==> config.mk <==
export PLATFORM = sky130hd
export DESIGN_NAME = serial_adder
export DESIGN_NICKNAME = d
export VERILOG_FILES = /design/src/rtl/serial_adder_pkg.sv /design/src/rtl/serial_adder_full_adder_cell.sv /design/src/rtl/serial_adder.sv
export SDC_FILE = /design/constraint.sdc
export NUM_CORES = 1
export LEC_CHECK = 0
export CAP_MARGIN = 20
export CORE_AREA = 4 4 63 65
export CTS_BUF_LIST = sky130_fd_sc_hd__clkbuf_4
export DETAILED_ROUTE_END_ITERATION = 12
export DIE_AREA = 0 0 67 69
export MAX_ROUTING_LAYER = met4
export PLACE_DENSITY = 0.86
export SLEW_MARGIN = 20
export SYNTH_ARGS = -nofsm -noshare
export SYNTH_HDL_FRONTEND = slang
export SYNTH_SLANG_ARGS = --single-unit
==> constraint.sdc <==
create_clock -name clk -period 4.6 [get_ports clk]
set_input_delay 0.46 -clock clk [delete_from_list [all_inputs] [get_ports clk]]
set_output_delay 0.46 -clock clk [all_outputs]
set_load 0.02 [all_outputs]
==> src/rtl/serial_adder_pkg.sv <==
// Shared constants and types for the serial adder.
package serial_adder_pkg;

  localparam int DEFAULT_MAX_BITS = 32;

  // bit_cnt has to reach MAX_BITS+1, so it needs room for MAX_BITS+2 values.
  function automatic int cnt_width(input int max_bits);
    return $clog2(max_bits + 2);
  endfunction

  localparam int CNT_W = cnt_width(DEFAULT_MAX_BITS);

  typedef logic [DEFAULT_MAX_BITS:0] sum_t;

endpackage

==> src/rtl/serial_adder_full_adder_cell.sv <==
// Single-bit combinational full adder used as the serial adder's datapath.
module full_adder_cell (
  input  logic a,
  input  logic b,
  input  logic ci,
  output logic s,
  output logic co
);

  assign s  = a ^ b ^ ci;
  assign co = (a & b) | (a & ci) | (b & ci);

endmodule

==> src/rtl/serial_adder.sv <==
// Bit-serial adder (LSB first) with a parallel capture register for the emitted sum bits.
// Optional SERIAL_ADDER_CIN_EN adds a cin input that seeds the carry on clean.
module serial_adder
  import serial_adder_pkg::*;
#(
  parameter int MAX_BITS = DEFAULT_MAX_BITS
) (
  input  logic                             clk,
  input  logic                             reset,
  input  logic                             a,
  input  logic                             b,
  input  logic                             clean,
`ifdef SERIAL_ADDER_CIN_EN
  input  logic                             cin,
`endif
  output logic                             s,
  output logic                             cout,
  output logic [MAX_BITS:0]                sum,
  output logic [cnt_width(MAX_BITS)-1:0]   bit_cnt,
  output logic                             ovf
);

  localparam int CW = cnt_width(MAX_BITS);
  localparam logic [CW-1:0] CNT_MAX = CW'(MAX_BITS + 1);
  localparam logic [CW-1:0] CNT_ONE = CW'(1);

  logic s_next;
  logic c_next;
  logic clean_carry;

  full_adder_cell u_fa (
    .a  (a),
    .b  (b),
    .ci (cout),
    .s  (s_next),
    .co (c_next)
  );

`ifdef SERIAL_ADDER_CIN_EN
  assign clean_carry = cin;
`else
  assign clean_carry = 1'b0;
`endif

  // Once bit_cnt saturates the capture register freezes but the serial path keeps running.
  always_ff @(posedge clk or negedge reset) begin
    if (!reset) begin
      s       <= 1'b0;
      cout    <= 1'b0;
      sum     <= '0;
      bit_cnt <= '0;
      ovf     <= 1'b0;
    end else if (clean) begin
      s       <= 1'b0;
      cout    <= clean_carry;
      sum     <= '0;
      bit_cnt <= '0;
      ovf     <= 1'b0;
    end else begin
      s    <= s_next;
      cout <= c_next;
      if (bit_cnt < CNT_MAX) begin
        sum     <= sum | ({{MAX_BITS{1'b0}}, s_next} << bit_cnt);
        bit_cnt <= bit_cnt + CNT_ONE;
      end else begin
        ovf <= 1'b1;
      end
    end
  end

endmodule

## After elaboration in Yosys (flattened, before gate mapping)

Cells that the tools add are included.

| storage, ports and cells | value |
|---|---|
| flip-flop bits (word level) | 42 |
| bits of input ports | 5 |
| logic and storage cells | 26 |

| cells by class | value |
|---|---|
| add/subtract/negate cells | 1 |
| $lt $le $gt $ge | 1 |
| equal/unequal tests | 1 |
| shift operators | 1 |
| muxes and demuxes | 8 |
| bitwise logic cells | 8 |
| reduce and logical (&&, ||, !) cells | 1 |

Operators with widths:

| operator | count |
|---|---|
| two-way mux 33 bit | 2 |
| OR 33 bit | 1 |
| left shift 1 x 6 -> 33 bit | 1 |
| two-way mux 6 bit | 2 |
| adder 6 x 1 -> 6 bit, second input constant | 1 |
| < comparator 6 bit, second input constant | 1 |
| two-way mux 1 bit | 4 |
| AND 1 bit | 3 |
| inequality test 2 bit, second input constant | 1 |
| OR 1 bit | 2 |
| nonzero test 2 bit | 1 |
| XOR 1 bit | 2 |

## Longest topological paths before layout

Gate-level depths: netlist (run 1).

| logic depth | value |
|---|---|
| word-level depth | 6 |
| depth in mapped cells | 6 |
| depth with buffers taken out | 5 |

## Hierarchy

Synthesis (run 1) repeated with hierarchy kept, for this count alone.

| second synthesis, totals | value |
|---|---|
| cell total of the unflattened synthesis | 171 |
| area total of the unflattened synthesis | 1881.8 sq um |

By module, submodules not included:

| module | instances | cells an instance | area each (sq um) |
|---|---|---|---|
| serial_adder | 1 | 170 | 1861.8 |
| full_adder_cell | 1 | 1 | 20.0 |

## Worst setup path before layout (run 1)

No wires, ideal clock.

| timing | value |
|---|---|
| path type | input port to flip-flop |
| from | input a |
| to | register sum[32] |
| library setup time | 0.073 ns |
| data arrival time | 1.600 ns |
| setup slack | 2.927 ns |
| stages | 4 |
| cells stage by stage | fa_1 nor3b_1 a41oi_1 nor2_1 |

| on the way | value |
|---|---|
| cells in the longest elaborated chain, start to end | 6 |

RTL lines:

| what | line | RTL |
|---|---|---|
| start, declared | serial_adder.sv:10 | `input logic a,` |
| XOR 1 bit (2 in series) | serial_adder_full_adder_cell.sv:10 | `assign s = a ^ b ^ ci;` |
| left shift 1 x 6 -> 33 bit | serial_adder.sv:63 | `sum <= sum \| ({{MAX_BITS{1'b0}}, s_next} << bit_cnt);` |
| OR 33 bit | serial_adder.sv:63 |  |
| two-way mux 33 bit | serial_adder.sv:62 | `if (bit_cnt < CNT_MAX) begin` |
| two-way mux 33 bit | serial_adder.sv:53 | `end else if (clean) begin` |
| end signal, assigned | serial_adder.sv:63 |  |
| end, declared | serial_adder.sv:18 | `output logic [MAX_BITS:0] sum,` |

Every way passes these cells. The select of a mux whose other input is x is not followed.
A chain may end at the register's enable or synchronous reset.

## Worst setup path after layout (run 1)

| timing | value |
|---|---|
| from | register bit_cnt[3] |
| to | output bit_cnt[3] |

RTL lines:

| what | line | RTL |
|---|---|---|
| start, declared | serial_adder.sv:19 | `output logic [cnt_width(MAX_BITS)-1:0] bit_cnt,` |
| start signal, assigned | serial_adder.sv:64 | `bit_cnt <= bit_cnt + CNT_ONE;` |

No word-level cell between the ends.

==> qor.csv, run 1 <==
stage,metric,value,unit
layout,Final Instance Area,2320,um2
clocking,cts repair resizes,0,
floorplanning,Floorplan Core Area,3340,um2
floorplanning,die extent in y,69,um
layout,Finished Layout Cells,262,
sta,RSZ-0062 raised after global routing,no,
drt,first-iteration detailed-routing DRC count,104,
placement,Port Buffer Count,46,
floorplanning,Die X,67,um
clocking,Post-CTS Setup Bufs,0,
logic_synthesis,Synth Register Bits,42,
drt,Wirelength per Cell,14.7,um
global_routing,initial antenna violation count,0,
outcome,status,"finished, final reports clean",
logic_synthesis,post-synth top area share,58.3,%
drt,detailed-route via count,1404,
setup_path,CP max FO,14,
logic_synthesis,Yosys Warn Count,0,
clocking,CTS sink cnt,42,
clocking,clock slew seen by the registers of the worst setup and hold paths,120,ps
placement,Final GP Congestion,0.801,
layout,register area,1050,um2
sta,Setup TNS,0,ps
drt,drt pass-1 iters,4,
setup_path,launching point of the worst reg2reg path,cout,
layout,Layout area overhead,28.7,%
drt,met3 wire length,195,um
power,Max VDD drop,0.202,mV
sta,Final Cycle Share,47.7,%
logic_synthesis,most frequent cell after synthesis,dfrtp_1,
setup_path,Crit-path slowest cell,clkdlybuf4s50_1,
flow_run,max cap viols,0,
setup_path,Buf/Inv on CP,1,
sta,final clock skew,4.17,ps
global_routing,GRT overflow,0,
setup_path,top cell family by delay on the critical path,buffers and inverters,
logic_synthesis,syn_area_per_cell,10.6,um2
clocking,Clock Latency Late Sink,340,ps
drt,DR DRC count,0,
sta,Fmax,455,MHz
layout,Nets,223,
power,sequential power share,60.1,%
layout,multi-input combinational cell area,563,um2
drt,met2 routed WL,1.90,mm
logic_synthesis,post-synth cell types,33,
clocking,CTS tree,yes,
power,PD cells,276,nW/um2
logic_synthesis,asr flop ratio synth,100,%
setup_path,Setup Crit Path Kind,reg2out,
sta,final hold slack,234,ps
drt,Max Used Layer,met4,
layout,fill count,268,
setup_path,CP Data Required Time,4140,ps
sta,Final Hold Vio Count,0,
clocking,hold buffers post-CTS,0,
power,Pleak,0.947,nW
clocking,H-tree levels,2,
setup_path,critical path startpoint,bit_cnt[3],
logic_synthesis,"Seq/Total Area, Yosys",58.3,%
drt,drt via density,5.36,
logic_synthesis,Synth Flop Type,dfrtp_1,
logic_synthesis,Commonest cells post-synth,"42 x dfrtp_1, 34 x inv_1, 26 x o22ai_1, 9 x nand3_1, 9 x nor2_1",
drt,wl on met1,1.70,mm
placement,HPWL after detailed placement,2.72,mm
power,sw power,0.000170,W
sta,Rel. slew slack,40.3,%
global_routing,first-pass GRT wire length,6.70,mm
placement,placed instance area,2270,um2
logic_synthesis,ranking of synthesized cells by area,"dfrtp_1 58%, o22ai_1 9.0%, inv_1 7.1%",
min_path,Worst Hold Class,in2async,
drt,Routed Antenna Nets,0,
sta,final setup fails,0,
layout,# diodes,0,
global_routing,largest net degree at the start of global routing,43,
power,clock network power share,27.5,%
setup_path,peak per-stage delay on the critical path,710,ps
setup_path,"Critical Path, Cell by Cell",clkdlybuf4s50_1,
logic_synthesis,Mapped Cells,170,
power,Logic pwr share,12.4,%
setup_path,crit path capture type,primary output,
power,Sw Share,26.5,%
floorplanning,Initial Util,54.0,%
floorplanning,Boundary Pins,47,
placement,dpl cells,254,
floorplanning,row count,21,
logic_synthesis,mapped cell area,1800,um2
floorplanning,die outline area,4620,um2
logic_synthesis,Post-synth EDFFs,0,
setup_path,CP startpoint kind,flop,
global_routing,vias in the first global route,1366,
logic_synthesis,synthesized net count,178,
global_routing,GRT Total Usage,19.0,%
clocking,TritonCTS buffer count,5,
sta,worst-margin pin slew,896,ps
layout,share of layout cells above drive strength 1,6.02,%
clocking,Max Root-Sink Buffers,2,
sta,fin crit period,2200,ps
power,Int Pwr,0.000471,W
setup_path,CP arrival,1740,ps
sta,Final Max Tran Viols,0,
logic_synthesis,most area-hungry cell type in the Yosys netlist,dfrtp_1,
clocking,root buffer cell,clkbuf_4,
drt,WL final,3.84,mm
layout by cell type, fill, tap and decap left out:
cell type and n:
ha_1 2, clkdlybuf4s50_1 45, and2_1 1, o21ai_1 1, o21ai_0 2, inv_1 34, fa_1 1, nor3b_2 1
buf_4 1, clkinv_2 1, nor4b_4 1, o21ba_2 1, xnor2_1 1, clkbuf_4 6, a41oi_1 3, and2b_1 1
nor3b_1 2, nor2_1 9, and3_1 1, o22ai_1 26, nand2_1 4, nand4_1 1, buf_2 1, dfrtp_1 42
o32ai_1 4, o41ai_1 1, a21oi_1 2, nor2b_1 4, nand3_1 9, clkinv_1 2, xor2_1 1, a31o_2 1
nor3_1 2, nand4b_1 2
through the flow:
step / setup slack (ps) / utilization, % / power (W)
after floorplan: 2930 / - / 0.000439
after global placement: 2350 / 67.9 / 0.000471
after detailed placement: 2300 / 67.9 / 0.000472
after CTS: 2390 / 69.5 / 0.000644
after global routing: 2310 / 69.5 / 0.000673
final: 2400 / 69.5 / 0.000641
flip-flops by register name (all words and copies together), names as in the netlist:
signal	flops
ovf	1
s	1
bit_cnt	6
sum	33
cout	1
cell families after synthesis:
group | synth area share (%)
xor gates and xnor gates | 0.972
buffers and inverters | 10.5
AOI/OAI and AO/OA | 15.3
and+or+nand+nor | 12.4
DFF | 58.3
adders and majority gates | 2.50
area by class of cell:
type,instances,area share [%]
Clock buffer,6,1.94
Multi-Input combinational cell,84,24.3
Tap cell,46,2.48
Sequential cell,42,45.3
Timing Repair Buffer,47,20.0
Clock inverter,2,0.378
Inverter,35,5.66
power groups by stage:
stage / Clock [W] / Sequential, W / Combinational [W]
after floorplan: 0 / 0.000398 / 0.0000409
after detailed placement: 0 / 0.000393 / 0.0000798
after CTS: 0.000178 / 0.000385 / 0.0000802
after global routing: 0.000198 / 0.000387 / 0.0000880
final: 0.000176 / 0.000386 / 0.0000796
after global placement: 0 / 0.000392 / 0.0000792
path summary, 6_finish.rpt:
check	endpoint	slack (ps)	cells after the start
worst max-delay path	bit_cnt[3]	2400	1
worst max register to register	sum[0]	2860	4
max in group asynchronous	sum[5]	3820	1
worst min register to register	sum[8]	520	2
worst min-delay path	sum[9]	230	1
min in group clk	sum[8]	520	2
routing by layer:
metal | global-route usage (%) | vias to the layer above
met5 | - | -
met2 | 29.0 | 41
li1 | - | 674
met3 | 4.71 | 6
met1 | 25.3 | 683
met4 | 4.73 | 0
Note: power is estimated with default switching activity, not from simulation.
==> run 2: changes to the inputs <==
--- a/config.mk
+++ b/config.mk
@@ -6,12 +6,12 @@
 export NUM_CORES = 1
 export LEC_CHECK = 0
 export CAP_MARGIN = 20
-export CORE_AREA = 4 4 63 65
+export CORE_AREA = 4 4 66 68
 export CTS_BUF_LIST = sky130_fd_sc_hd__clkbuf_4
 export DETAILED_ROUTE_END_ITERATION = 12
-export DIE_AREA = 0 0 67 69
+export DIE_AREA = 0 0 70 72
 export MAX_ROUTING_LAYER = met4
-export PLACE_DENSITY = 0.86
+export PLACE_DENSITY = 0.78
 export SLEW_MARGIN = 20
 export SYNTH_ARGS = -nofsm -noshare
 export SYNTH_HDL_FRONTEND = slang
==> constraint.sdc (replaced) <==
create_clock -name clk -period 2.2 [get_ports clk]
set_input_delay 0.22 -clock clk [delete_from_list [all_inputs] [get_ports clk]]
set_output_delay 0.22 -clock clk [all_outputs]
set_load 0.02 [all_outputs]
==> qor.csv, run 2 (synthesis results as in run 1) <==
stage,metric,value,unit
placement,Port Buffer Count,46,
clocking,Max Root-Sink Buffers,2,
drt,WL final,3.70,mm
floorplanning,Floorplan Core Area,3860,um2
power,PD cells,561,nW/um2
clocking,TritonCTS buffer count,5,
sta,Setup TNS,0,ps
layout,Nets,225,
layout,# diodes,0,
floorplanning,die outline area,5040,um2
power,Max VDD drop,0.367,mV
global_routing,GRT overflow,0,
layout,biggest regs,"sum: 33 flops, bit_cnt: 6 flops",
clocking,clock slew seen by the registers of the worst setup and hold paths,110,ps
setup_path,Setup Crit Path Kind,reg2out,
setup_path,crit path capture type,primary output,
clocking,root buffer cell,clkbuf_4,
layout,Largest Register,sum,
sta,final clock skew,4.48,ps
setup_path,CP startpoint kind,flop,
floorplanning,Initial Util,46.8,%
drt,Routed Antenna Nets,0,
layout,"commonest non-fill, non-tap cell in the layout",clkdlybuf4s50_1,
sta,final setup fails,0,
outcome,status,"finished, final reports clean",
setup_path,launching point of the worst reg2reg path,cout,
floorplanning,Die X,70,um
global_routing,vias in the first global route,1283,
setup_path,CP max FO,11,
clocking,Post-CTS Setup Bufs,0,
sta,Rel. slew slack,38.7,%
drt,DR DRC count,0,
setup_path,CP arrival,1600,ps
global_routing,GRT Total Usage,16.0,%
flow_run,max cap viols,0,
setup_path,"Critical Path, Cell by Cell",clkdlybuf4s50_1,
sta,final hold slack,3.42,ps
floorplanning,Boundary Pins,47,
layout,"commonest cells after routing, fill and taps aside","45 x clkdlybuf4s50_1, 42 x dfrtp_1, 34 x inv_1",
sta,Fmax,548,MHz
setup_path,RR Endpoint,sum[27],
drt,Wirelength per Cell,13.9,um
sta,Final Hold Vio Count,0,
layout,max reg flops,33,
global_routing,largest net degree at the start of global routing,43,
setup_path,top cell family by delay on the critical path,buffers and inverters,
sta,RSZ-0062 raised after global routing,no,
drt,detailed-route via count,1391,
global_routing,first-pass GRT wire length,6.19,mm
clocking,cts repair resizes,0,
drt,first-iteration detailed-routing DRC count,83,
clocking,CTS sink cnt,42,
drt,drt via density,5.23,
global_routing,initial antenna violation count,0,
sta,Final Cycle Share,82.9,%
floorplanning,die extent in y,72,um
setup_path,Worst Reg-to-Reg Cells,4,
setup_path,CP Data Required Time,1980,ps
clocking,H-tree levels,2,
placement,HPWL after detailed placement,2.55,mm
sta,Final Max Tran Viols,0,
clocking,Clock Latency Late Sink,340,ps
power,Pleak,0.949,nW
clocking,hold buffers post-CTS,0,
floorplanning,row count,23,
setup_path,peak per-stage delay on the critical path,680,ps
sta,fin crit period,1820,ps
setup_path,Reg2Reg Setup Slack,470,ps
layout,share of layout cells above drive strength 1,6.02,%
layout,Layout area overhead,29.1,%
setup_path,Buf/Inv on CP,1,
min_path,Worst Hold Class,in2async,
sta,worst-margin pin slew,919,ps
setup_path,Crit-path slowest cell,clkdlybuf4s50_1,
clocking,CTS tree,yes,
placement,Final GP Congestion,0.797,
drt,drt pass-1 iters,4,
run 2: cell types whose count changed in the layout (fill, tap and decap cells not counted):
cell	previous run	this run
clkinv_2	1	0
buf_4	1	3
clkbuf_4	6	5
run 2: area by class of cell:
cell class,instances,area [um2]
multi-input cells,84,563
well taps,50,62.6
clock buffers,5,37.5
fillers,356,1530
inverters,35,131
repair buffers,49,478
flip-flops and latches,42,1050
clock inverters,1,3.75
run 2: worst max-delay path by stage:
stage | from | endpoint | slack (ps) | depth (start not counted)
floorplan | cout | sum[32] | 570 | 4
global placement | a | sum[0] | 180 | 5
detailed placement | a | sum[27] | 100 | 5
CTS | bit_cnt[2] | bit_cnt[2] | 360 | 1
global route | cout | sum[8] | 290 | 4
finish | bit_cnt[2] | bit_cnt[2] | 380 | 1
run 2: layer usage:
layer	routed length [um]	global-route usage, %	part of all wire [%]
met5	0	-	0
met3	213	4.02	5.8
met4	54	5.74	1.5
met2	1720	24.6	47
met1	1710	20.9	46
run 2: metrics by stage:
step,cell area (um2),setup slack [ps],cells,power (W),utilization [%]
3_3_place_gp,2290,181,260,0.000989,59.3
2_1_floorplan,1800,568,170,0.000918,-
5_1_grt,2330,285,266,0.00138,60.4
4_1_cts,2330,361,266,0.00132,60.4
3_5_place_dp,2290,103,260,0.000989,59.3
6_report,2330,376,266,0.00131,60.4
run 2: report_power, final:
group	internal (W)	switching [W]	total (W)
sequential	0.000787	0.0000178	0.000804
clock	0.000109	0.000225	0.000335
combinational	0.0000675	0.0000995	0.000167
total	0.000964	0.000343	0.00131
